## src/rtl/match_ctrl.sv

```systemverilog
// match_ctrl: best-of-N match sequencer for the tug-of-war game.
// It forwards presses only during play and counts round wins. It holds each
// round result for a fixed time, pulses a round reset before every new round
// and freezes the display once a player reaches WIN_ROUNDS.
module match_ctrl #(
  parameter int WIN_ROUNDS  = 7,
  parameter int HOLD_CYCLES = 50_000_000
) (
  input  logic       clk,
  input  logic       rst,
  input  logic       L_press,
  input  logic       R_press,
  input  logic       L_win,
  input  logic       R_win,
  output logic       L_out,
  output logic       R_out,
  output logic       round_rst,
  output logic [3:0] L_score,
  output logic [3:0] R_score,
  output logic [1:0] round_winner,
  output logic       match_over,
  output logic [6:0] hex_L,
  output logic [6:0] hex_R
);

  localparam int CW = (HOLD_CYCLES < 1) ? 1 : $clog2(HOLD_CYCLES + 1);
  localparam logic [CW-1:0] HOLD_LOAD = CW'(HOLD_CYCLES - 1);
  localparam logic [3:0]    WIN_CNT   = 4'(WIN_ROUNDS);

  typedef enum logic [2:0] {
    READY = 3'd0,
    CLEAR = 3'd1,
    PLAY  = 3'd2,
    HOLD  = 3'd3,
    OVER  = 3'd4
  } state_t;

  state_t          state_q, state_d;
  logic [3:0]      l_score_q, l_score_d;
  logic [3:0]      r_score_q, r_score_d;
  logic [1:0]      winner_q, winner_d;
  logic [CW-1:0]   cnt_q, cnt_d;

  // Active-low seven-segment pattern for one hex digit (segment g is bit 6).
  function automatic logic [6:0] seg7(input logic [3:0] v);
    logic [6:0] s;
    case (v)
      4'h0: s = 7'b1000000;
      4'h1: s = 7'b1111001;
      4'h2: s = 7'b0100100;
      4'h3: s = 7'b0110000;
      4'h4: s = 7'b0011001;
      4'h5: s = 7'b0010010;
      4'h6: s = 7'b0000010;
      4'h7: s = 7'b1111000;
      4'h8: s = 7'b0000000;
      4'h9: s = 7'b0010000;
      4'hA: s = 7'b0001000;
      4'hB: s = 7'b0000011;
      4'hC: s = 7'b1000110;
      4'hD: s = 7'b0100001;
      4'hE: s = 7'b0000110;
      default: s = 7'b0001110;
    endcase
    return s;
  endfunction

  // State, score, result and hold-timer registers; rst returns to READY from anywhere.
  always_ff @(posedge clk) begin
    if (rst) begin
      state_q   <= READY;
      l_score_q <= 4'd0;
      r_score_q <= 4'd0;
      winner_q  <= 2'b00;
      cnt_q     <= '0;
    end else begin
      state_q   <= state_d;
      l_score_q <= l_score_d;
      r_score_q <= r_score_d;
      winner_q  <= winner_d;
      cnt_q     <= cnt_d;
    end
  end

  // Next-state logic: round start, win accounting, hold timing and match end.
  always_comb begin
    state_d   = state_q;
    l_score_d = l_score_q;
    r_score_d = r_score_q;
    winner_d  = winner_q;
    cnt_d     = cnt_q;
    case (state_q)
      READY: begin
        if (L_press || R_press) state_d = CLEAR;
      end
      CLEAR: begin
        state_d = PLAY;
      end
      PLAY: begin
        if (L_win && R_win) begin
          // Simultaneous wins count as a draw: nobody scores.
          winner_d = 2'b00;
          cnt_d    = HOLD_LOAD;
          state_d  = HOLD;
        end else if (L_win) begin
          l_score_d = l_score_q + 4'd1;
          winner_d  = 2'b10;
          cnt_d     = HOLD_LOAD;
          state_d   = (l_score_d == WIN_CNT) ? OVER : HOLD;
        end else if (R_win) begin
          r_score_d = r_score_q + 4'd1;
          winner_d  = 2'b01;
          cnt_d     = HOLD_LOAD;
          state_d   = (r_score_d == WIN_CNT) ? OVER : HOLD;
        end
      end
      HOLD: begin
        if (cnt_q == '0) state_d = CLEAR;
        else             cnt_d   = cnt_q - 1'b1;
      end
      OVER: begin
        state_d = OVER;
      end
      default: begin
        state_d = READY;
      end
    endcase
  end

  // Outputs are decoded directly from the registers; presses pass with zero latency.
  always_comb begin
    L_out        = L_press & (state_q == PLAY);
    R_out        = R_press & (state_q == PLAY);
    round_rst    = rst | (state_q == CLEAR);
    L_score      = l_score_q;
    R_score      = r_score_q;
    round_winner = winner_q;
    match_over   = (state_q == OVER);
    hex_L        = seg7(l_score_q);
    hex_R        = seg7(r_score_q);
  end

endmodule

```

## config.mk

```make
export PLATFORM = sky130hd
export DESIGN_NAME = match_ctrl
export DESIGN_NICKNAME = d
export VERILOG_FILES = /design/src/rtl/match_ctrl.sv
export SDC_FILE = /design/constraint.sdc
export NUM_CORES = 1
export LEC_CHECK = 0
export CAP_MARGIN = 20
export CORE_ASPECT_RATIO = 0.7
export CORE_MARGIN = 2
export CORE_UTILIZATION = 55
export CTS_BUF_LIST = sky130_fd_sc_hd__clkbuf_2 sky130_fd_sc_hd__clkbuf_4 sky130_fd_sc_hd__clkbuf_8
export CTS_CLUSTER_SIZE = 12
export DETAILED_ROUTE_END_ITERATION = 16
export GPL_TIMING_DRIVEN = 0
export PLACE_DENSITY = 0.89
export SYNTH_ARGS = -nofsm -noshare
export SYNTH_HDL_FRONTEND = slang
export SYNTH_SLANG_ARGS = --single-unit
```

## constraint.sdc

```tcl
create_clock -name clk -period 2.9 [get_ports clk]
set_clock_uncertainty 0.05 [all_clocks]
set_input_delay 0.435 -clock clk [delete_from_list [all_inputs] [get_ports clk]]
set_output_delay 0.435 -clock clk [all_outputs]
set_load 0.01 [all_outputs]
```

==> results.md, run 1 <==
- Outcome: finished clean
- Maximum clock frequency: 0.359 GHz
- Number of distinct library cells after synthesis: 59
- Final slew viol count: 0
- Synthesized Nets: 359
- Largest driver fanout on the critical path: 10
- Area of the core: ~0.0052 mm2
- Commonest cells after routing, fill and taps aside: sky130_fd_sc_hd__dfxtp_1, sky130_fd_sc_hd__clkdlybuf4s50_1, sky130_fd_sc_hd__nor2_1
- Synth async-reset ratio: 0%
- Worst Hold Margin: 0.424 ns
- CTS H-tree lvls: 2
- Met3 usage in global routing: between 3 and 4%
- Part of the power in registers: ~45%
- Antenna viol nets, final: 0
- Worst supply voltage drop on vdd: 0.372 mV
- Top post-synthesis cells by area: sky130_fd_sc_hd__dfxtp_1, sky130_fd_sc_hd__ha_1, sky130_fd_sc_hd__mux2i_1
- Slew Limit Headroom: 36.3%
- Setup repair bufs after CTS: 0
- Synthesized netlist cell count: about 340
- Standard-cell row count: 22
- Total number of yosys warnings: 0
- 1st-iter DRT viols: 336
- Full die area: 0.00595 mm2
- Num ports: 34
- Post-Route Setup TNS: 0 ns
- Fraction of power consumed by combinational cells: 26.2%
- Post-detailed-route DRC marker count: 0
- Area taken by multi-input logic gates: 0.00181 mm2
- Via-per-instance ratio: between 6 and 7
- Vias in the first global route: 2493
- Die height: between 60 and 70 um
- Post-route fraction of the period consumed by the critical path: just under 100%
- Vias: 2807
- Dominant cell type by area after synthesis: sky130_fd_sc_hd__dfxtp_1
- Number of filler cells placed in the layout: 394
- Port bufs: 32
- Top-area cell type share of the netlist area: between 30% and 40%
- Wirelength, routed: between 7000 and 8000 um
- Power per standard cell area: 528 mW/mm2
- Number of antenna violations at the first check in global routing: 0
- Startpoint types: primary input
- Share of cells above drive strength 1: a little under 7%
- Most frequent standard cell in the layout excluding fill and tap cells: sky130_fd_sc_hd__dfxtp_1
- Setup repair after global routing missed its margin: false
- Proportion of synthesized chip area in sequential cells: between 30% and 40%
- Number of diodes added for antenna fixing: 0
- Worst EP required: around 3.1 ns
- Total of flip-flops plus latches after synthesis: 53
- Final Critical Period: 2.79 ns
- Placed wire-length estimate after detailed placement: 5310 um
- Hold violation total from the final report: 0
- Number of enable-type register cells in the synthesized netlist: 0
- Lkg Pwr: 1.33 nW
- Clock transition at path regs: roughly 0.09 ns
- Crit path kind: in2reg
- Global route total overflow: 0
- P_int: roughly 1.2 mW
- Die W: 91.3 um
- TritonCTS clock tree: built
- Master cell of the clock root buffer: sky130_fd_sc_hd__clkbuf_8
- Register cell area after layout: about 0.0011 mm2
- Clk network pwr share: between 20% and 30%
- Area grow syn2layout: 19.9%
- Largest net degree at the start of global routing: 16
- Post-Syn Area: 0.00294 mm2
- Most used DFF post-synth: sky130_fd_sc_hd__dfxtp_1
- NetSw: 609 uW
- Pin slew with the least headroom to its limit: 0.955 ns
- Clock sink total: 53
- TritonCTS buffer count: 5
- Layer carrying the most global-route usage: met2
- Switching portion of total power: 32.8%
- Met1 usage: a little under two fifths
- Arrival time of the worst setup path: approximately 3.0 ns
- Kind of end point of the critical path: register
- Final-report setup violation count: 0
- Final estimated routing congestion in global placement: 0.851
- Max Root-Sink Buffers: 2
- Global-route wire length before repair: 12300 um
- Combined global-route utilization of all metal layers: approximately 26%
- Max-cap check violation count: 0
- Number of detailed-route iterations in the first pass: 5
- Mean post-synth cell area: 8.74 um2
- Nets@finish: between 300 and 400
- WL per Instance: 16.9 um
- Initial cell density of the core: 56.4%
- Source-to-sink clock delay at the later pin of the worst-skew pair: 0.32 ns
- Kind of path behind the tightest hold check: reg2reg
- Met2 usage in global routing: between 40% and 50%
==> what timing repair did <==
action / 4_1_cts / 5_1_grt
endpoints found under the hold margin: 0 / 0
resized for setup: 2 / 11
hold buffers: 0 / 0
endpoints found under the setup margin: 9 / 19
cloned: 0 / 0
==> power by group through the flow <==
stage	clock, mW	combinational [mW]	sequential, mW
floorplan	0	0.322	0.837
global placement	0	0.440	0.837
detailed placement	0	0.457	0.841
CTS	0.541	0.463	0.824
global route	0.578	0.526	0.834
finish	0.544	0.487	0.827
==> cell type report <==
class                      count  area share, %
clock inverter                 1          0.853
buffer                        12           1.35
sequential                    53           30.1
tap                           72           2.56
multi-input combinational    253           51.5
timing repair buffer          32           9.10
inverter                      18           1.92
clock buffer                   7           2.56
==> through the flow <==
stage | instances | setup WS [ns] | power, mW | util [%] | area, um2
detailed placement | 440 | -0.425 | 1.30 | 64.3 | 3350
CTS | 448 | 0.0973 | 1.83 | 66.8 | 3480
floorplan | 336 | 0.299 | 1.16 | - | 2940
finish | 448 | 0.115 | 1.86 | 67.7 | 3520
global placement | 440 | -0.291 | 1.28 | 64.3 | 3350
global route | 448 | 0.0322 | 1.94 | 67.7 | 3520
==> registers in the layout (all words and copies together), names as in the netlist <==
signal / count
L_score: 4
R_score: 4
cnt_q: 26
hex_L: 7
hex_R: 7
round_winner: 2
state_q: 3
==> synth_stat cells (2+ instances only) <==
master,number
sky130_fd_sc_hd__a211o_1,4
sky130_fd_sc_hd__a211oi_1,8
sky130_fd_sc_hd__a21o_1,2
sky130_fd_sc_hd__a21oi_1,17
sky130_fd_sc_hd__a31oi_1,11
sky130_fd_sc_hd__and2_1,3
sky130_fd_sc_hd__and3_1,3
sky130_fd_sc_hd__and4_1,2
sky130_fd_sc_hd__buf_1,2
sky130_fd_sc_hd__clkbuf_1,9
sky130_fd_sc_hd__dfxtp_1,53
sky130_fd_sc_hd__ha_1,17
sky130_fd_sc_hd__inv_1,17
sky130_fd_sc_hd__mux2i_1,18
sky130_fd_sc_hd__nand2_1,19
sky130_fd_sc_hd__nand3_1,9
sky130_fd_sc_hd__nand3b_1,3
sky130_fd_sc_hd__nand4_1,4
sky130_fd_sc_hd__nand4b_1,2
sky130_fd_sc_hd__nor2_1,27
sky130_fd_sc_hd__nor2b_1,7
sky130_fd_sc_hd__nor3_1,12
sky130_fd_sc_hd__nor4_1,6
sky130_fd_sc_hd__nor4bb_1,4
sky130_fd_sc_hd__o21ai_0,5
sky130_fd_sc_hd__o22ai_1,7
sky130_fd_sc_hd__o31a_1,2
sky130_fd_sc_hd__o31ai_1,8
sky130_fd_sc_hd__o41ai_1,5
sky130_fd_sc_hd__or3_1,6
sky130_fd_sc_hd__or4_1,4
sky130_fd_sc_hd__xnor2_1,10
sky130_fd_sc_hd__xor2_1,4
==> worst paths after layout <==
kind,to,start,cells past startpoint,slack (ns)
min reg2reg,cnt_q[11],cnt_q[11],2,0.42
max,cnt_q[9],L_win,6,0.11
max reg2reg,hex_R[1],state_q[1],8,0.16
min,cnt_q[11],cnt_q[11],2,0.42
==> routing by layer <==
layer | vias up | wire length [um]
met3 | 21 | 592
li1 | 1327 | -
met5 | - | 0
met1 | 1325 | 3520
met4 | 0 | 133
met2 | 134 | 3310
==> cells by family (layout without fill, tap and decap cells) <==
family,count (synthesis),after routing,share of synthesized area (%)
muxes,18,18,6.14
xor gates and xnor gates,14,14,4.18
buffers and inverters,30,70,3.88
adders and majority gates,17,17,7.25
DFF,53,53,36.1
AOI/OAI and AO/OA,79,79,18.2
and+or+nand+nor,125,125,24.2
==> critical path: stages <==
cell                              delay, ns
sky130_fd_sc_hd__clkdlybuf4s50_1       0.51
sky130_fd_sc_hd__clkbuf_1              0.32
sky130_fd_sc_hd__o21ai_1               0.73
sky130_fd_sc_hd__nand2_1               0.39
sky130_fd_sc_hd__or4_1                 0.54
sky130_fd_sc_hd__nand2_1               0.07
Power figures use the tool's default switching activity.
==> run 2: changes to the inputs <==
Settings changed: CORE_UTILIZATION 55 to 60, DONT_BUFFER_PORTS from default to 1, PLACE_DENSITY 0.89 to 0.86.
==> results.md, run 2 (synthesized netlist as in run 1, its figures left out) <==
- Arrival time of the worst setup path: 2.97 ns (was 3.00 ns)
- Maximum clock frequency: 0.358 GHz (was 0.359 GHz)
- Initial cell density of the core: 61.7% (was 56.4%)
- NetSw: 618 uW (was 609 uW)
- Area of the core: 0.00476 mm2 (was 0.00520 mm2)
- Hold Startpoint: L_press (was cnt_q[11])
- Full die area: 0.00548 mm2 (was 0.00595 mm2)
- Number of flip-flops in the largest register: 26 (unchanged)
- Num ports: 34 (unchanged)
- TritonCTS buffer count: 5 (unchanged)
- Number of diodes added for antenna fixing: 0 (unchanged)
- Hold violation total from the final report: 0 (unchanged)
- Number of antenna violations at the first check in global routing: 0 (unchanged)
- Setup slack of the worst register-to-register path: 0.11 ns (was 0.16 ns)
- Number of filler cells placed in the layout: 371 (was 394)
- Number of cells on the worst hold path: 2 (unchanged)
- P_int: 1.27 mW (was 1.25 mW)
- Lkg Pwr: 1.23 nW (was 1.33 nW)
- Fraction of power consumed by combinational cells: 23.9% (was 26.2%)
- Switching portion of total power: 32.7% (was 32.8%)
- Vias in the first global route: 2431 (was 2493)
- Pin slew with the least headroom to its limit: 0.802 ns (was 0.955 ns)
- Number of instances in the placed design: 405 (was 440)
- TritonCTS clock tree: built (unchanged)
- Count of instances resized after the clock tree is built: 2 (unchanged)
- Most frequent standard cell in the layout excluding fill and tap cells: sky130_fd_sc_hd__dfxtp_1 (unchanged)
- Standard-cell row count: 21 (was 22)
- Area taken by multi-input logic gates: 0.00181 mm2 (unchanged)
- Antenna viol nets, final: 0 (unchanged)
- CTS H-tree lvls: 2 (unchanged)
- Largest net degree at the start of global routing: 17 (was 16)
- Area grow syn2layout: 9.34% (was 19.9%)
- Setup repair bufs after CTS: 0 (unchanged)
- Clock transition at path regs: 0.10 ns (was 0.09 ns)
- Port bufs: 0 (was 32)
- Post-detailed-route DRC marker count: 0 (unchanged)
- Worst-case hold path end point: state_q[0] (was cnt_q[11])
- Final slew viol count: 0 (unchanged)
- Die W: 87.6 um (was 91.3 um)
- 1st-iter DRT viols: 234 (was 336)
- Max Root-Sink Buffers: 2 (unchanged)
- Die height: 62.5 um (was 65.1 um)
- Startpoint types: register (was primary input)
- Crit path kind: reg2reg (was in2reg)
- Placement-stage cell area: 0.00302 mm2 (was 0.00335 mm2)
- Via-per-instance ratio: 6.48 (was 6.27)
- Worst EP required: 3.07 ns (was 3.12 ns)
- Pre-CTS setup slack: -0.158 ns (was -0.425 ns)
- CTS Hold Bufs: 0 (unchanged)
- Vias: 2677 (was 2807)
- Largest register by flop count: cnt_q (unchanged)
- Part of the power in registers: 44.1% (was 44.5%)
- Launching element of the worst setup path: state_q[0] (was L_win)
- Master cell of the clock root buffer: sky130_fd_sc_hd__clkbuf_8 (unchanged)
- Source-to-sink clock delay at the later pin of the worst-skew pair: 0.32 ns (about the same)
- Share of cells above drive strength 1: 7.85% (was 6.91%)
- Commonest cells after routing, fill and taps aside: sky130_fd_sc_hd__dfxtp_1, sky130_fd_sc_hd__nor2_1, sky130_fd_sc_hd__nand2_1 (was sky130_fd_sc_hd__dfxtp_1, sky130_fd_sc_hd__clkdlybuf4s50_1, sky130_fd_sc_hd__nor2_1)
- Wirelength, routed: 7320 um (was 7560 um)
- Outcome: finished clean (unchanged)
- Placed wire-length estimate after detailed placement: 4900 um (was 5310 um)
- Combined global-route utilization of all metal layers: 26.6% (was 25.7%)
- Max-cap check violation count: 0 (unchanged)
- Power per standard cell area: 589 mW/mm2 (was 528 mW/mm2)
- Kind of path behind the tightest hold check: in2reg (was reg2reg)
- Number of detailed-route iterations in the first pass: 6 (was 5)
- Clock sink total: 53 (unchanged)
- Clk network pwr share: 32.0% (was 29.3%)
- Final Instance Count excl. Fillers: 413 (was 448)
- Slew Limit Headroom: 46.1% (was 36.3%)
- WL per Instance: 17.7 um (was 16.9 um)
- Nets@finish: 366 (was 398)
- Final-report setup violation count: 0 (unchanged)
- Largest driver fanout on the critical path: 9 (was 10)
- Kind of end point of the critical path: register (unchanged)
- Capture point of the worst reg-to-reg path: hex_L[4] (was hex_R[1])
- Global-route wire length before repair: 11600 um (was 12300 um)
- Post-route fraction of the period consumed by the critical path: 96.4% (was 96.0%)
- Final Critical Period: 2.79 ns (about the same)
- Register cell area after layout: 0.00106 mm2 (unchanged)
- Worst Slack Setup Final: 0.105 ns (was 0.115 ns)
- Register-to-Register Path Depth: 9 (was 8)
- Worst supply voltage drop on vdd: 0.303 mV (was 0.372 mV)
- Post-route cell area: 0.00321 mm2 (was 0.00352 mm2)
- Final estimated routing congestion in global placement: 0.877 (was 0.851)
- Critical register-to-register path startpoint: state_q[0] (was state_q[1])
- Global route total overflow: 0 (unchanged)
## run 2: cell type report
class	instances	area share (%)
inverters	18	2.11
clock buffers	5	2.14
clock inverters	3	2.03
plain buffers	12	1.44
multi-input cells	253	56.5
well taps	69	2.69
flip-flops and latches	53	33.1
## run 2: layer usage
| metal | GRT usage, % | part of all wire, % | vias up |
|---|---|---|---|
| li1 | - | - | 1265 |
| met1 | 38.9 | 46 | 1257 |
| met2 | 39.8 | 44 | 139 |
| met3 | 4.76 | 7.9 | 16 |
| met4 | 8.46 | 1.6 | 0 |
| met5 | 0 | 0 | - |
## run 2: per-stage QoR
step	hold slack [ns]	setup TNS, ns	total power [mW]	util, %
after floorplan	0.392	0	1.16	-
after global placement	0.409	-0.0670	1.24	63.5
after detailed placement	0.419	-0.662	1.26	63.5
after CTS	0.304	0	1.86	66.6
after global routing	0.321	-0.00582	1.97	67.5
final	0.296	0	1.89	67.5
## run 2: power by group through the flow
stage / sequential, mW / clock, mW / combinational (mW)
after floorplan: 0.837 / 0 / 0.322
after global placement: 0.846 / 0 / 0.397
after detailed placement: 0.847 / 0 / 0.414
after CTS: 0.832 / 0.601 / 0.423
after global routing: 0.842 / 0.632 / 0.496
final: 0.834 / 0.606 / 0.452
## run 2: worst max-delay path, stage by stage, from the launching register on
cell                       delay [ns]
sky130_fd_sc_hd__dfxtp_1         0.31
sky130_fd_sc_hd__clkbuf_1        0.19
sky130_fd_sc_hd__or3b_1          0.52
sky130_fd_sc_hd__nor2_2          0.29
sky130_fd_sc_hd__nor2_1          0.15
sky130_fd_sc_hd__a211oi_4        0.36
sky130_fd_sc_hd__inv_1           0.14
sky130_fd_sc_hd__ha_1            0.29
sky130_fd_sc_hd__nor4bb_1        0.15
sky130_fd_sc_hd__a31o_2          0.24
## run 2: worst max path at each step
stage	endpoint	slack, ns	cells after the start
floorplan	hex_L[4]	0.30	9
global placement	hex_R[0]	-0.04	9
detailed placement	hex_R[5]	-0.16	9
CTS	hex_R[0]	0.09	7
global route	hex_L[0]	-0.006	9
finish	hex_L[4]	0.11	9
==> variant, RTL diff (config.mk and constraints of run 2) <==
Add an input register stage for `L_press`, `R_press`, `L_win` and `R_win`; this delays them by one clock.
--- a/src/rtl/match_ctrl.sv
+++ b/src/rtl/match_ctrl.sv
@@ -34,6 +34,18 @@
     HOLD  = 3'd3,
     OVER  = 3'd4
   } state_t;
+
+  logic L_press_q;
+  logic R_press_q;
+  logic L_win_q;
+  logic R_win_q;
+
+  always_ff @(posedge clk) begin
+    L_press_q <= L_press;
+    R_press_q <= R_press;
+    L_win_q   <= L_win;
+    R_win_q   <= R_win;
+  end
 
   state_t          state_q, state_d;
   logic [3:0]      l_score_q, l_score_d;
@@ -91,23 +103,23 @@
     cnt_d     = cnt_q;
     case (state_q)
       READY: begin
-        if (L_press || R_press) state_d = CLEAR;
+        if (L_press_q || R_press_q) state_d = CLEAR;
       end
       CLEAR: begin
         state_d = PLAY;
       end
       PLAY: begin
-        if (L_win && R_win) begin
+        if (L_win_q && R_win_q) begin
           // Simultaneous wins count as a draw: nobody scores.
           winner_d = 2'b00;
           cnt_d    = HOLD_LOAD;
           state_d  = HOLD;
-        end else if (L_win) begin
+        end else if (L_win_q) begin
           l_score_d = l_score_q + 4'd1;
           winner_d  = 2'b10;
           cnt_d     = HOLD_LOAD;
           state_d   = (l_score_d == WIN_CNT) ? OVER : HOLD;
-        end else if (R_win) begin
+        end else if (R_win_q) begin
           r_score_d = r_score_q + 4'd1;
           winner_d  = 2'b01;
           cnt_d     = HOLD_LOAD;
@@ -129,8 +141,8 @@
 
   // Outputs are decoded directly from the registers; presses pass with zero latency.
   always_comb begin
-    L_out        = L_press & (state_q == PLAY);
-    R_out        = R_press & (state_q == PLAY);
+    L_out        = L_press_q & (state_q == PLAY);
+    R_out        = R_press_q & (state_q == PLAY);
     round_rst    = rst | (state_q == CLEAR);
     L_score      = l_score_q;
     R_score      = r_score_q;
Behaviour: not the same (a bounded check fails within 4 cycles, from zero or initial values and one cycle with rst high).
==> variant against run 2 <==
  * Setup slack improved by 0.099 ns
  * Maximum frequency increased by 3.7%
  * Wire length fell by 3.6%
  * Synthesized area grew 2.7%
  * Sequential cell count increased by 4
  * Total power grew 11%
  * Sequential share of layout area up 0.89 points
  * Design area increased by 4.7%
  * Highest routed layer unchanged
==> variant: results (changes against run 2) <==
metric,value,unit,change
status,"complete, no violations",,
vdd_drop_max,0.405,mV,+33%
largest_register,cnt_q,,
cts_buffers,9,,+4
path_clk_slew,0.06,ns,-0.04 ns
insertedDiodeCount,0,,unchanged
postCtsSetupBuffers,0,,unchanged
hp-class,in -> reg,,
ys.flop_type,dfxtp_1,,
synthArstFlopShare,0,%,unchanged
syn_nets,363,,+1.1%
ctsResizeCount,2,,unchanged
swShare,31.2,%,-1.5 points
grt_usage,26.1,%,-0.58 points
place_inst,409,,+0.99%
grt_pass1_wl,11100,um,-3.9%
synth_common_cells,"57 x dfxtp_1, 27 x nor2_1, 19 x nand2_1",,
slowest_delay,0.49,ns,-0.03 ns
yosysSeqAreaShare,37.8,%,+1.7 points
drtPass1Iterations,5,,-1
cp.arrival,2.88,ns,-0.09 ns
leakage,1.30,nW,+5.8%
setup.worst_path.start,state_q[0],,
htree_levels,3,,+1
hp-start,R_win,,
post-place-ws,-0.0852,ns,+0.0729 ns
yosys-top-cells-area,"dfxtp_1 38%, ha_1 7.1%, mux2i_1 6.0%",,
dpl.hpwl,4920,um,+0.46%
antenna_found_initial,0,,unchanged
slowest_stage,or3b_1,,
synth_cells,340,,+1.2%
clockRootBuffer,clkbuf_8,,
yosys_warnings,0,,unchanged
wl_per_cell,16.6,um,-6.3%
grt_pass1_vias,2324,,-4.4%
nNetsFinal,374,,+2.2%
finalNonFillerCells,425,,+2.9%
synth_edf_count,0,,unchanged
vias_per_cell,6.30,,-2.8%
slew_headroom,44.3,%,-1.9 points
drtIter0Drc,166,,-29%
place.gp.congestion,0.865,,-1.4%
dpl_cell_area,3100,um2,+2.6%
layout-drive-gt1-share,9.55,%,+1.7 points
insertion_delay,0.35,ns,+0.03 ns
largest_reg_flops,26,,unchanged
grt_max_degree,11,,-6
-- variant: cell types whose count changed in the layout (fill, tap and decap cells not counted) --
cell               run 2  this run
bufinv_16              2         1
clkbuf_4               0         1
clkbuf_8               5        11
clkinv_4               0         1
clkinvlp_4             0         1
dfxtp_1               53        57
nand4bb_1              0         1
nand4bb_2              1         0
-- variant: cells by family (layout without fill, tap and decap cells) --
family	after synthesis	after routing	share of synthesized area [%]
simple gates	125	125	23.5
compound gates	79	79	17.8
flops	57	57	37.8
buf+inv	30	46	3.78
mux	18	18	5.98
fa+ha+maj	17	17	7.05
xor+xnor	14	14	4.07
-- variant: power groups by stage --
stage | clock network [mW] | logic [mW] | registers (mW)
2_1_floorplan | 0 | 0.320 | 0.897
3_3_place_gp | 0 | 0.396 | 0.906
3_5_place_dp | 0 | 0.406 | 0.910
4_1_cts | 0.781 | 0.412 | 0.893
5_1_grt | 0.820 | 0.475 | 0.902
6_report | 0.767 | 0.429 | 0.896
-- variant: per-layer routing --
layer / global-route usage, % / share of wire, % / vias to the layer above
li1: - / - / 1293
met1: 36.1 / 47 / 1279
met2: 37.0 / 45 / 100
met3: 10.4 / 7.8 / 7
met4: 8.14 / 0.68 / 0
met5: 0 / 0 / -
-- variant: final timing paths --
| kind | to | slack [ns] | depth (start not counted) |
|---|---|---|---|
| setup reg to reg | hex_L[4] | 0.20 | 9 |
| hold reg to reg | cnt_q[11] | 0.43 | 2 |
| setup / recovery | hex_L[4] | 0.20 | 9 |
| hold / removal | R_win_q | 0.06 | 0 |
-- variant: area by class of cell --
class                      count  area (um2)
buffer                        12        46.3
clock buffer                  12         159
clock inverter                 4        51.3
fill                         385        1450
inverter                      18        67.6
multi-input combinational    253        1810
sequential                    57        1140
tap                           69        86.3
